<file path="src/rtl/collision_detector.sv">
// collision_detector: owns the snake body and turns each head move into one good/bad collision pulse
module collision_detector #(
    parameter int COORD_W  = 4,
    parameter int GRID_W   = 14,
    parameter int GRID_H   = 10,
    parameter int MAX_LEN  = 16,
    parameter int INIT_LEN = 3,
    parameter int START_X  = 8,
    parameter int START_Y  = 6
) (
    input  logic                         clk,
    input  logic                         rst,
    input  logic                         step,
    input  logic [COORD_W-1:0]           head_x,
    input  logic [COORD_W-1:0]           head_y,
    input  logic [COORD_W-1:0]           apple_x,
    input  logic [COORD_W-1:0]           apple_y,
    output logic                         goodColl,
    output logic                         badColl,
    output logic                         done,
    output logic                         busy,
    output logic [COORD_W-1:0]           cur_x,
    output logic [COORD_W-1:0]           cur_y,
    output logic [$clog2(MAX_LEN+1)-1:0] length
);
    localparam int LW = $clog2(MAX_LEN + 1);
    localparam int IW = MAX_LEN > 1 ? $clog2(MAX_LEN) : 1;

    typedef enum logic [1:0] {IDLE, SCAN, UPDATE, REPORT} state_t;

    state_t              state, state_n;
    logic [COORD_W-1:0]  seg_x [MAX_LEN];
    logic [COORD_W-1:0]  seg_y [MAX_LEN];
    logic [COORD_W-1:0]  hx, hy;
    logic [IW-1:0]       idx;
    logic                wall_q, apple_q, self_q, good_q, bad_q;
    logic                bad, good, last;

    always_comb begin
        bad = wall_q | self_q;
        good = apple_q & ~bad;
        last = LW'(idx) == length - LW'(2);
        state_n = state == IDLE   ? (step ? (length > 1 ? SCAN : UPDATE) : IDLE) :
                  state == SCAN   ? (last ? UPDATE : SCAN) :
                  state == UPDATE ? REPORT : IDLE;
    end

    always_ff @(posedge clk) begin
        if (rst) begin
            state <= IDLE;
            length <= LW'(INIT_LEN);
            for (int i = 0; i < MAX_LEN; i++) begin
                seg_x[i] <= COORD_W'(START_X - i);
                seg_y[i] <= COORD_W'(START_Y);
            end
            hx <= '0;
            hy <= '0;
            idx <= '0;
            wall_q <= 1'b0;
            apple_q <= 1'b0;
            self_q <= 1'b0;
            good_q <= 1'b0;
            bad_q <= 1'b0;
        end else begin
            state <= state_n;
            case (state)
                IDLE: if (step) begin
                    hx <= head_x;
                    hy <= head_y;
                    wall_q <= 32'(head_x) >= GRID_W || 32'(head_y) >= GRID_H;
                    apple_q <= head_x == apple_x && head_y == apple_y;
                    self_q <= 1'b0;
                    idx <= '0;
                end
                // the tail is never visited: it vacates the cell during this move
                SCAN: begin
                    self_q <= self_q | (hx == seg_x[idx] && hy == seg_y[idx]);
                    idx <= idx + 1'b1;
                end
                UPDATE: begin
                    bad_q <= bad;
                    good_q <= good;
                    if (bad) begin
                        if (length > 1) length <= length - 1'b1;
                    end else begin
                        for (int i = 1; i < MAX_LEN; i++) begin
                            seg_x[i] <= seg_x[i-1];
                            seg_y[i] <= seg_y[i-1];
                        end
                        seg_x[0] <= hx;
                        seg_y[0] <= hy;
                        if (good && length != LW'(MAX_LEN)) length <= length + 1'b1;
                    end
                end
                default: ;
            endcase
        end
    end

    assign busy = state != IDLE;
    assign done = state == REPORT;
    assign goodColl = done & good_q;
    assign badColl = done & bad_q;
    assign cur_x = seg_x[0];
    assign cur_y = seg_y[0];
endmodule

</file>
<file path="config.mk">
export PLATFORM = sky130hd
export DESIGN_NAME = collision_detector
export DESIGN_NICKNAME = d
export VERILOG_FILES = /design/src/rtl/collision_detector.sv
export SDC_FILE = /design/constraint.sdc
export NUM_CORES = 1
export LEC_CHECK = 0
export ABC_AREA = 0
export ABC_CLOCK_PERIOD_IN_PS = 11700
export CORE_MARGIN = 2
export CORE_UTILIZATION = 50
export DETAILED_ROUTE_END_ITERATION = 16
export GPL_ROUTABILITY_DRIVEN = 0
export PLACE_DENSITY = 0.74
export SLEW_MARGIN = 10
export SYNTH_ARGS = -nofsm -noshare
export SYNTH_HDL_FRONTEND = slang
export SYNTH_SLANG_ARGS = --single-unit
</file>
<file path="constraint.sdc">
create_clock -name clk -period 11.7 [get_ports clk]
set_clock_uncertainty 0.1 [all_clocks]
set_input_delay 2.34 -clock clk [delete_from_list [all_inputs] [get_ports clk]]
set_output_delay 2.34 -clock clk [all_outputs]
set_load 0.01 [all_outputs]
</file>
# [Word-level counts from Yosys, hierarchy flattened]
# Memories as Yosys holds them, arrays and structs flattened. A register that Yosys moved wholly into a read port is not among the register bits.
# Cells that the tools add are included.
[op_classes] addsub=4 mux=55 n_bitwise=38 eq_ne=11 n_shift=0 multipliers=0 magnitude_cmp=3 n_reduce_logical=11 div_mod_pow=0
[op_table] operator="$mux W4" n=37
[op_table] operator="$or A1 B1 Y1" n=34
[op_table] operator="$eq A4 B4 Y1" n=4
[op_table] operator="$mux W5" n=3
[op_table] operator="$mux W2" n=6
[op_table] operator="$ge A4 B4 Y1 const B" n=2
[op_table] operator="$pmux W4 S2" n=1
[op_table] operator="$mux W1" n=7
[op_table] operator="$reduce_bool A2 Y1" n=3
[op_table] operator="$add A5 B1 Y5 const B" n=1
[op_table] operator="$eq A4 B5 Y1" n=1
[op_table] operator="$gt A5 B1 Y1 const B" n=1
[op_table] operator="$ne A5 B5 Y1 const B" n=1
[op_table] operator="$sub A5 B1 Y5 const B" n=1
[op_table] operator="$sub A5 B2 Y5 const B" n=1
[op_table] operator="$add A4 B1 Y4 const B" n=1
[op_table] operator="$eq A2 B2 Y1 const B" n=2
[op_table] operator="$reduce_and A2 Y1" n=2
[op_table] operator="$and A1 B1 Y1" n=3
[op_table] operator="$logic_and A1 B1 Y1" n=3
[op_table] operator="$reduce_and A3 Y1" n=1
[op_table] operator="$eq A2 B1 Y1 const B" n=1
[op_table] operator="$logic_not A2 Y1" n=1
[op_table] operator="$ne A2 B1 Y1 const B" n=1
[op_table] operator="4 further kinds" n=4
[word_totals] mem_bits_rw=128 latch_bits=0 rom_bits=0 n_memories=2 reg_bits=24 wordCells=134 out_inout_bits=17 inputBits=19
[memory_table] memory="seg_x" words=16 width=4 read_ports=16 rd_clocked_by_memory_dff=1 write_ports=16 line="32" rtl="logic [COORD_W-1:0] seg_x [MAX_LEN];"
[memory_table] memory="seg_y" words=16 width=4 read_ports=16 rd_clocked_by_memory_dff=1 write_ports=16 line="33" rtl="logic [COORD_W-1:0] seg_y [MAX_LEN];"

# [Depth between registers and ports, before layout]
# Gate-level depths: netlist of run 1.
[depth] ltp_word=6 mapped_depth=10 ltp_nobuf=9

# [Worst setup path before layout of run 1]
# OpenSTA, ideal clock, no wires.
[synth_path] kind="input to register" start="input rst" end="memory seg_x[0][0] (enable)" required_ns=11.123 arrival_time_ns=5.120 setup_ns=0.477 slack_ns=6.004 stages=4 n_path_buf=2 cell_sequence="clkbuf_1 > nor2_1 > inv_1 > clkbuf_1"
[synth_rtl] element="start, declared" line="12" rtl="input logic rst,"
[synth_rtl] element="end, declared" line="32"

==> results of run 1 <==
stage by stage:
step           hold slack (ps)  util [%]
2_1_floorplan              332         -
3_3_place_gp               355      54.4
3_5_place_dp               360      54.4
4_1_cts                    374      58.9
5_1_grt                    400      58.9
6_report                   376      58.9
flip-flops by register name (all words and copies together) (netlist names), named ones only:
signal and flops:
apple_q 1, bad_q 1, good_q 1, hx 4, hy 4, idx 4, length 5, seg_x 64
seg_y 64, self_q 1, state 2, wall_q 1
layout make-up:
class / instances / area (um2)
Tap cell: 180 / 225
Clock inverter: 3 / 41.3
Clock buffer: 29 / 577
Sequential cell: 156 / 3930
Inverter: 5 / 20.0
Multi-Input combinational cell: 367 / 2920
Fill cell: 1135 / 5670
Timing Repair Buffer: 42 / 403
worst max-delay path: cells and delay by family:
family                 cells  cell delay [ps]
and+or+nand+nor            1               80
buffers and inverters      5             2010
kinds of logic (layout without fill, tap and decap cells):
kind of cell | count (synthesis) | in the layout
buffers and inverters | 43 | 79
adder cells (fa/ha/maj) | 8 | 8
XOR/XNOR | 34 | 34
multiplexers | 52 | 52
flip-flops | 156 | 156
AND/OR/NAND/NOR | 170 | 170
AO/OA/AOI/OAI | 103 | 103
power by group through the flow:
stage          Clock [mW]  Sequential (mW)  Combinational (mW)
3_3_place_gp            0            0.615              0.0857
2_1_floorplan           0            0.611              0.0620
6_report            0.564            0.604              0.0874
3_5_place_dp            0            0.615              0.0869
5_1_grt             0.593            0.606              0.0957
4_1_cts             0.572            0.604              0.0881
per-layer routing:
layer	up-vias	GRT usage [%]
met2	104	32.0
met1	2198	26.2
met3	11	4.74
met4	0	6.32
met5	-	0
li1	2141	-
placed cells by master, fill, tap and decap left out, drive strengths merged, types with 4 or more instances in the layout:
master         Yosys  final
ha                 8      8
mux2i             21     21
a21oi             18     18
nor2              28     28
mux2              13     13
inv                5      5
nand3b             4      4
buf                8      7
a221oi             5      5
nand2             23     23
clkdlybuf4s50      0     35
xnor2             15     15
nand2b            42     42
nor4               5      5
a211oi             4      4
nand3              5      5
a22oi              4      4
o22a              28     28
clkbuf            30     29
edfxtp            80     80
o22ai              5      5
o21ai              5      5
mux4              18     18
xor2              19     19
a22o              21     21
dfxtp             76     76
and2              44     44
nor2b              5      5
worst min-delay path by stage:
stage	end	slack (ps)	cells after the start
6_report	seg_y[10][2]$_SDFFE_PP1P_	380	1
4_1_cts	seg_y[10][2]$_SDFFE_PP1P_	370	1
2_1_floorplan	bad_q$_SDFFE_PP0P_	330	2
3_3_place_gp	seg_x[15][1]$_SDFFE_PP0P_	350	1
5_1_grt	seg_y[15][3]$_SDFFE_PP0P_	400	1
3_5_place_dp	seg_x[15][1]$_SDFFE_PP0P_	360	1
==> qor_table.md, run 1 <==
| Quantity | Value | Unit |
| --- | --- | --- |
| Most repeated library cell on the critical path | buf_4 | - |
| Destination of the worst register-to-register timing path | seg_y[9][1]$_SDFFCE_PN1P_ | - |
| Mapped Avg Cell Area | 12.4 | um2 |
| Wire length on met2 | 6780 | um |
| Finished layout cell area | 8110 | um2 |
| Final TNS setup | 0 | ps |
| Number of buffers added by the clock tree synthesis step | 17 | - |
| Via density per instance | 5.70 | - |
| Hold Crit Start | seg_y[9][2]$_SDFFCE_PN1P_ | - |
| Multiplexer share of the synthesized area | 11.2 | % |
| Share of synthesized area occupied by flip-flops and latches | 56.0 | % |
| Synth top area share | 34.3 | % |
| Termination of the worst setup path | seg_y[9][1]$_SDFFCE_PN1P_ | - |
| EDFF count, synth | 80 | - |
| Clock-pin slew reported for the worst setup and hold paths after clock tree synthesis | 60 | ps |
| Compound-gate portion of the synthesized area | 11.3 | % |
| Internal power | 0.985 | mW |
| Minimum setup slack after placement | 6680 | ps |
| Synth top area cells | edfxtp_1 (34%), dfxtp_1 (22%), and2_1 (3.9%), mux4_2 (3.9%), nand2b_1 (3.7%) | - |
| Number of nets still failing antenna checks after routing | 0 | - |
| First-pass GRT wire length | 22500 | um |
| Area of the mapped netlist | 7010 | um2 |
| Setup ws final | 7080 | ps |
| Leading cell type by number of instances after synthesis | edfxtp_1 | - |
| Register-to-register setup slack | 8710 | ps |
| Launch point of the critical path | rst | - |
| Top routing layer in use | met4 | - |
| Initial DRC Count | 393 | - |
| Largest net degree at the start of global routing | 102 | - |
| Period minus WS final | 4620 | ps |
| Leak | 2.68 | nW |
| Crit path DAT | 4550 | ps |
| Share of power burned in registers | 48.1 | % |
| Final count of hold timing violations | 0 | - |
| Worst skew pair latency | 420 | ps |
| Xor and xnor area share after synthesis | 4.25 | % |
| Die outline area | 15000 | um2 |
| Drt first pass iters | 5 | - |
| Startpoint of the worst-slack reg-to-reg timing path | state[1]$_SDFF_PP0_ | - |
| Die H | 122 | um |
| Initial core utilization | 50.9 | % |
| Final clock period utilization by the worst path | 39.5 | % |
| Area after DPL | 7490 | um2 |
| Crit path launch type | primary input | - |
| Routed length on met1 | 6200 | um |
| Setup repair after global routing missed its margin | false | - |
| Power density over the cells | 155 | nW/um2 |
| Slew at the pin with the worst max-slew slack | 1160 | ps |
| Async set-reset flop share out of synthesis | 0 | % |
| Placement Rows | 43 | - |
| Path type of the worst setup path | primary input to flip-flop | - |
| Required time reported for the critical path endpoint | 11630 | ps |
| Post-cts gate resize count | 0 | - |
| Slew margin rel. | 23.0 | % |
| Nets in the synthesized netlist | 593 | - |
| Psw | 0.270 | mW |
| Die width | 122 | um |
| Total wire length | 13700 | um |
| Upper clock frequency limit | 217 | MHz |
| Placed insts | 750 | - |
| Most instantiated cells after synthesis | edfxtp_1 (80), dfxtp_1 (76), and2_1 (44) | - |
| Crit-path cells | clkdlybuf4s50_1 > buf_4 > nor2_1 > buf_4 > clkinv_2 > buf_4 | - |
| Largest voltage drop on the vdd net | 0.000104 | V |
| #FFs+latches synth | 156 | - |
| CP Max Fanout | 97 | - |
| Core area | 13800 | um2 |
| Slowest CP cell | buf_4 | - |
| DR WL/cell | 17.6 | um |
| Count of port buffers added during placement | 35 | - |
| # H-tree levels | 4 | - |
| Clock share of power | 44.9 | % |
| Simple logic cell fraction of the synthesized area | 13.3 | % |
| Max-cap violations | 0 | - |
| Total congestion overflow after global routing | 0 | - |
| Hold/Removal Path Class | flip-flop to flip-flop | - |
| Top_reg_cell synth | edfxtp_1 | - |
| Number of cells on the worst reg-to-reg path | 6 | - |
| Layout net count | 616 | - |
| Pwr Total | 1.26 | mW |
| Switching power as a share of total power | 21.5 | % |
| Met3 wirelength from detailed routing | 594 | um |
| Warnings, synthesis | 0 | - |
| Combinational family with the most area after synthesis | simple AND/OR/NAND/NOR gates | - |
| Nature of the critical path endpoint | flip-flop | - |
| Post-CTS Repair Setup Buffers | 0 | - |
| Number of global-route vias before repair | 4428 | - |
| CTS tree | yes | - |
| Placed wire-length estimate | 8410 | um |
| Maximum buffer depth of the clock tree | 2 | - |
| Relative area change from synthesis to final layout | 15.7 | % |
| DRC Markers | 0 | - |
| Ratio of cells with drive above 1 in the final layout | 10.8 | % |
| Number of pins exceeding their max-slew limit in the final report | 0 | - |
| Final setup violation count | 0 | - |
| Global-route total usage across every layer | 19.7 | % |
| Number of different library cells in the post-synthesis netlist | 48 | - |
| Number of primary I/O pins | 36 | - |
| Max stage delay on crit path | 880 | ps |
| Diodes inserted | 0 | - |
| Total of hold buffers inserted after clock tree synthesis | 0 | - |
| Adder-cell share of the synthesized area | 1.43 | % |
| Sink count of the clock tree | 156 | - |
| CTS root buffer | clkbuf_16 | - |
| Number of vias after detailed routing | 4454 | - |
| Part of the power in combinational logic | 7.0 | % |
| Run status | finished, final reports clean | - |
| Instance count of the mapped netlist | 566 | - |
| Number of antenna violations at the first check in global routing | 0 | - |
| Cell taking the most area after synthesis | edfxtp_1 | - |
| Number of standard cells in the layout, taps in and fillers out | 782 | - |
Note: power is estimated with default switching activity, not from simulation.
==> inputs of run 2 (changes only) <==
Settings changed: ABC_CLOCK_PERIOD_IN_PS 11700 to 4200, PLACE_DENSITY 0.74 to 0.77.
Clock period 11.7 ns to 4.2 ns, I/O delays scaled along.
==> qor_table.md, run 2 (synthesis results as in run 1) <==
| Quantity | Value | Unit |
| --- | --- | --- |
| Run status | finished, final reports clean | - |
| Post-CTS Repair Setup Buffers | 0 | - |
| # H-tree levels | 4 | - |
| Largest voltage drop on the vdd net | 0.000302 | V |
| Number of buffers added by the clock tree synthesis step | 17 | - |
| Register-to-register setup slack | 1110 | ps |
| Die width | 122 | um |
| Max stage delay on crit path | 960 | ps |
| Upper clock frequency limit | 323 | MHz |
| Crit-path cells | mux4_1 > mux2i_1 > xnor2_1 > a2111oi_2 > a41oi_1 > a2111o_1 > o31ai_1 | - |
| Crit path DAT | 3330 | ps |
| Commonest cells after routing, fill and taps aside | edfxtp_1 (80), dfxtp_1 (75), and2_1 (44), nand2b_1 (42), clkdlybuf4s50_1 (35) | - |
| Initial DRC Count | 331 | - |
| Path type of the worst setup path | flip-flop to flip-flop | - |
| Leading registers by flop count | seg_x: 64 flops, seg_y: 64 flops, length: 5 flops | - |
| Final TNS setup | 0 | ps |
| Total of fill cells in the finished design | 1110 | - |
| Final clock period utilization by the worst path | 73.7 | % |
| Nature of the critical path endpoint | flip-flop | - |
| Total of hold buffers inserted after clock tree synthesis | 0 | - |
| Slew at the pin with the worst max-slew slack | 1110 | ps |
| Final cell utilization of the core | 59.0 | % |
| Count of port buffers added during placement | 35 | - |
| CTS root buffer | clkbuf_16 | - |
| Buf+Inv Stages, Crit Path | 0 | - |
| Largest net degree at the start of global routing | 102 | - |
| FF/Latch Area | 3930 | um2 |
| Crit path launch type | flip-flop | - |
| Placement Rows | 43 | - |
| Via density per instance | 5.77 | - |
| Required time reported for the critical path endpoint | 4440 | ps |
| Commonest non-fill, non-tap cell in the layout | edfxtp_1 | - |
| Hold/Removal Path Class | flip-flop to flip-flop | - |
| Initial core utilization | 50.9 | % |
| Sink count of the clock tree | 156 | - |
| Number of global-route vias before repair | 4579 | - |
| Setup ws final | 1110 | ps |
| Diodes inserted | 0 | - |
| Area of the multi-input gates | 2920 | um2 |
| CTS tree | yes | - |
| Setup repair after global routing missed its margin | false | - |
| Post-cts gate resize count | 0 | - |
| Layout net count | 617 | - |
| Total congestion overflow after global routing | 0 | - |
| Final count of hold timing violations | 0 | - |
| Final setup violation count | 0 | - |
| Kind of cell with the highest combined delay on the critical path | compound AO/OA/AOI/OAI gates | - |
| Period minus WS final | 3090 | ps |
| Worst hold slack across all endpoints | 383 | ps |
| Number of antenna violations at the first check in global routing | 0 | - |
| Core area | 13800 | um2 |
| Number of vias after detailed routing | 4514 | - |
| Number of pins exceeding their max-slew limit in the final report | 0 | - |
| Max-cap violations | 0 | - |
| Relative area change from synthesis to final layout | 15.9 | % |
| First-pass GRT wire length | 23500 | um |
| Drt first pass iters | 4 | - |
| Clock-pin slew reported for the worst setup and hold paths after clock tree synthesis | 60 | ps |
| Total wire length | 14500 | um |
| Worst skew pair latency | 430 | ps |
| Die outline area | 15000 | um2 |
| Number of primary I/O pins | 36 | - |
| DRC Markers | 0 | - |
| Placed wire-length estimate | 9580 | um |
| Number of nets still failing antenna checks after routing | 0 | - |
| Global-route total usage across every layer | 20.7 | % |
| Slew margin rel. | 26.1 | % |
| Power density over the cells | 424 | nW/um2 |
| Pwr Total | 3.45 | mW |
| Minimum setup slack after placement | 1120 | ps |
| Maximum buffer depth of the clock tree | 2 | - |
| Ratio of cells with drive above 1 in the final layout | 10.9 | % |
| CP Max Fanout | 21 | - |
| DR WL/cell | 18.5 | um |
| Leak | 2.68 | nW |
| Die H | 122 | um |
| Slowest CP cell | dfxtp_1 | - |
-- run 2: layer usage --
metal,vias up,share of wire (%),wire (um),GRT usage [%]
met4,0,1.8,259,8.12
met3,21,3.9,560,5.07
met2,98,49,7110,33.1
li1,2139,-,-,-
met1,2256,45,6540,27.4
met5,-,0,0,0
-- run 2: path summary, 6_finish.rpt --
check | start | to | cells past startpoint
worst max-delay path | flip-flop | self_q$_SDFFE_PP0P_ | 7
worst max register to register | flip-flop | self_q$_SDFFE_PP0P_ | 7
worst min-delay path | seg_x[15][2]$_SDFFE_PP0P_ | seg_x[15][2]$_SDFFE_PP0P_ | 1
worst min register to register | seg_x[15][2]$_SDFFE_PP0P_ | seg_x[15][2]$_SDFFE_PP0P_ | 1
-- run 2: worst reg2reg max path, cell delays in order, from the launching register on --
cell	delay, ps
dfxtp_1	960
mux4_1	670
mux2i_1	190
xnor2_1	100
a2111oi_2	360
a41oi_1	100
a2111o_1	320
o31ai_1	220
-- run 2: area by class of cell --
cell class	instances	area share [%]
Inverter	5	0.246
Tap cell	180	2.77
Clock buffer	26	6.55
Clock inverter	6	0.693
Sequential cell	156	48.3
Timing Repair Buffer	43	5.51
Multi-Input combinational cell	367	35.9
-- run 2: power by group --
group / internal [mW] / switching [mW]
logic: 0.112 / 0.137
registers: 1.64 / 0.0425
clock network: 0.929 / 0.583
-- run 2: stage by stage --
| step | instance area, um2 | std cells |
|---|---|---|
| detailed placement | 7530 | 751 |
| CTS | 8120 | 783 |
| global route | 8120 | 783 |
| floorplan | 7010 | 566 |
| global placement | 7530 | 751 |
| finish | 8120 | 783 |
==> inputs of run 3 (changes only) <==
Settings changed: ABC_CLOCK_PERIOD_IN_PS 4200 to 3000, PLACE_DENSITY 0.77 to 0.74.
Clock period 4.2 ns to 3 ns, I/O delays scaled along.
==> qor_table.md, run 3 (synthesis results as in run 1) <==
| Quantity | Value | Unit |
| --- | --- | --- |
| Run status | finished, final reports clean | - |
| Number of pins exceeding their max-slew limit in the final report | 0 | - |
| # H-tree levels | 4 | - |
| Buf+Inv Stages, Crit Path | 1 | - |
| Post-CTS Repair Setup Buffers | 0 | - |
| Diodes inserted | 0 | - |
| Number of vias after detailed routing | 4461 | - |
| Number of global-route vias before repair | 4355 | - |
| Hold Crit Start | bad_q$_SDFFE_PP0P_ | - |
| Final TNS setup | 0 | ps |
| Via density per instance | 5.67 | - |
| Number of primary I/O pins | 36 | - |
| Cell count of the worst hold path | 2 | - |
| FF/Latch Area | 3930 | um2 |
| Crit-path cells | buf_4 > mux4_1 > mux2i_1 > xnor2_1 > nor2_1 > a41oi_1 > a2111o_1 > o31ai_1 | - |
| Max-cap violations | 0 | - |
| Total of hold buffers inserted after clock tree synthesis | 0 | - |
| Hold Path End | bad_q$_SDFFE_PP0P_ | - |
| Sink count of the clock tree | 156 | - |
| Global-route total usage across every layer | 19.9 | % |
| Setup ws final | 259 | ps |
| Commonest cells after routing, fill and taps aside | edfxtp_1 (80), dfxtp_1 (75), and2_1 (44), nand2b_1 (42), clkdlybuf4s50_1 (35) | - |
| Slew margin rel. | 57.3 | % |
| Finished layout cell area | 8180 | um2 |
| Area after DPL | 7560 | um2 |
| Initial core utilization | 50.9 | % |
| Number of cells on the worst reg-to-reg path | 8 | - |
| Final cell utilization of the core | 59.4 | % |
| Destination of the worst register-to-register timing path | self_q$_SDFFE_PP0P_ | - |
| Slew at the pin with the worst max-slew slack | 638 | ps |
| DR WL/cell | 17.8 | um |
| Number of standard cells in the layout, taps in and fillers out | 787 | - |
| Count of port buffers added during placement | 35 | - |
| Hold/Removal Path Class | flip-flop to flip-flop | - |
| Die width | 122 | um |
| Number of antenna violations at the first check in global routing | 0 | - |
| Required time reported for the critical path endpoint | 3230 | ps |
| Commonest non-fill, non-tap cell in the layout | edfxtp_1 | - |
| Worst skew pair latency | 420 | ps |
| First-pass GRT wire length | 22600 | um |
| DRC Markers | 0 | - |
| Area of the multi-input gates | 2920 | um2 |
| CTS tree | yes | - |
| Nature of the critical path endpoint | flip-flop | - |
| Worst hold slack across all endpoints | 368 | ps |
| Total congestion overflow after global routing | 0 | - |
| CP Max Fanout | 9 | - |
| Die outline area | 15000 | um2 |
| Period minus WS final | 2740 | ps |
| Max stage delay on crit path | 590 | ps |
| Leak | 2.71 | nW |
| Final count of hold timing violations | 0 | - |
| Crit path DAT | 2980 | ps |
| Number of nets still failing antenna checks after routing | 0 | - |
| Path type of the worst setup path | flip-flop to flip-flop | - |
| Total wire length | 14000 | um |
| Post-cts gate resize count | 0 | - |
| Placed insts | 755 | - |
| Minimum setup slack after placement | 257 | ps |
| CTS root buffer | clkbuf_16 | - |
| Pwr Total | 4.89 | mW |
| Largest net degree at the start of global routing | 109 | - |
| Ratio of cells with drive above 1 in the final layout | 12.2 | % |
| Placement Rows | 43 | - |
| Leading registers by flop count | seg_x: 64 flops, seg_y: 64 flops, length: 5 flops | - |
| Drt first pass iters | 4 | - |
| Die H | 122 | um |
| Relative area change from synthesis to final layout | 16.6 | % |
| Maximum buffer depth of the clock tree | 2 | - |
| Total of fill cells in the finished design | 1137 | - |
| Setup repair after global routing missed its margin | false | - |
| Power density over the cells | 599 | nW/um2 |
| Layout net count | 621 | - |
| Upper clock frequency limit | 365 | MHz |
| Final clock period utilization by the worst path | 91.4 | % |
| Register-to-register setup slack | 260 | ps |
| Core area | 13800 | um2 |
| Final setup violation count | 0 | - |
| Number of buffers added by the clock tree synthesis step | 17 | - |
| Placed wire-length estimate | 9060 | um |
| Crit path launch type | flip-flop | - |
| Initial DRC Count | 297 | - |
| Clock-pin slew reported for the worst setup and hold paths after clock tree synthesis | 60 | ps |
| Slowest CP cell | dfxtp_1 | - |
| Largest voltage drop on the vdd net | 0.000387 | V |
| Kind of cell with the highest combined delay on the critical path | multiplexers | - |
-- run 3: cell count changes in the layout (fill, tap and decap cells not counted), sizes merged --
cell	delta
buf	+4
bufinv	+2
clkbuf	-6
clkinv	+2
clkinvlp	+2
-- run 3: tightest hold or removal path, stage by stage, from the launching register on --
cell,delay [ps]
dfxtp_1,320
nor2_1,40
nor2_1,70
-- run 3: layout make-up --
| type | instances | share of cell area [%] |
|---|---|---|
| Sequential cell | 156 | 48.0 |
| Multi-Input combinational cell | 367 | 35.7 |
| Timing Repair Buffer | 47 | 5.85 |
| Tap cell | 180 | 2.75 |
| Inverter | 5 | 0.245 |
| Clock buffer | 20 | 5.72 |
| Clock inverter | 12 | 1.74 |
-- run 3: worst max-delay path by stage --
stage	end	slack, ps	cells past startpoint
after detailed placement	self_q$_SDFFE_PP0P_	260	8
after floorplan	seg_x[0][0]$_SDFFCE_PN0P_	360	4
final	self_q$_SDFFE_PP0P_	260	8
after global routing	self_q$_SDFFE_PP0P_	50	8
after CTS	self_q$_SDFFE_PP0P_	250	8
after global placement	self_q$_SDFFE_PP0P_	380	8
-- run 3: metal layers --
metal	global-route usage [%]	part of all wire, %	vias to the layer above
met4	8.62	1.8	0
met5	0	0	-
met2	29.9	48	87
met1	27.8	46	2221
met3	4.55	4.5	18
li1	-	-	2135
-- run 3: power by group --
group | total (mW) | leakage, nW | switching, mW | internal, mW
Combinational | 0.340 | 1.10 | 0.182 | 0.158
Sequential | 2.36 | 1.31 | 0.0607 | 2.30
Clock | 2.19 | 0.296 | 0.823 | 1.37
Total | 4.89 | 2.71 | 1.07 | 3.83
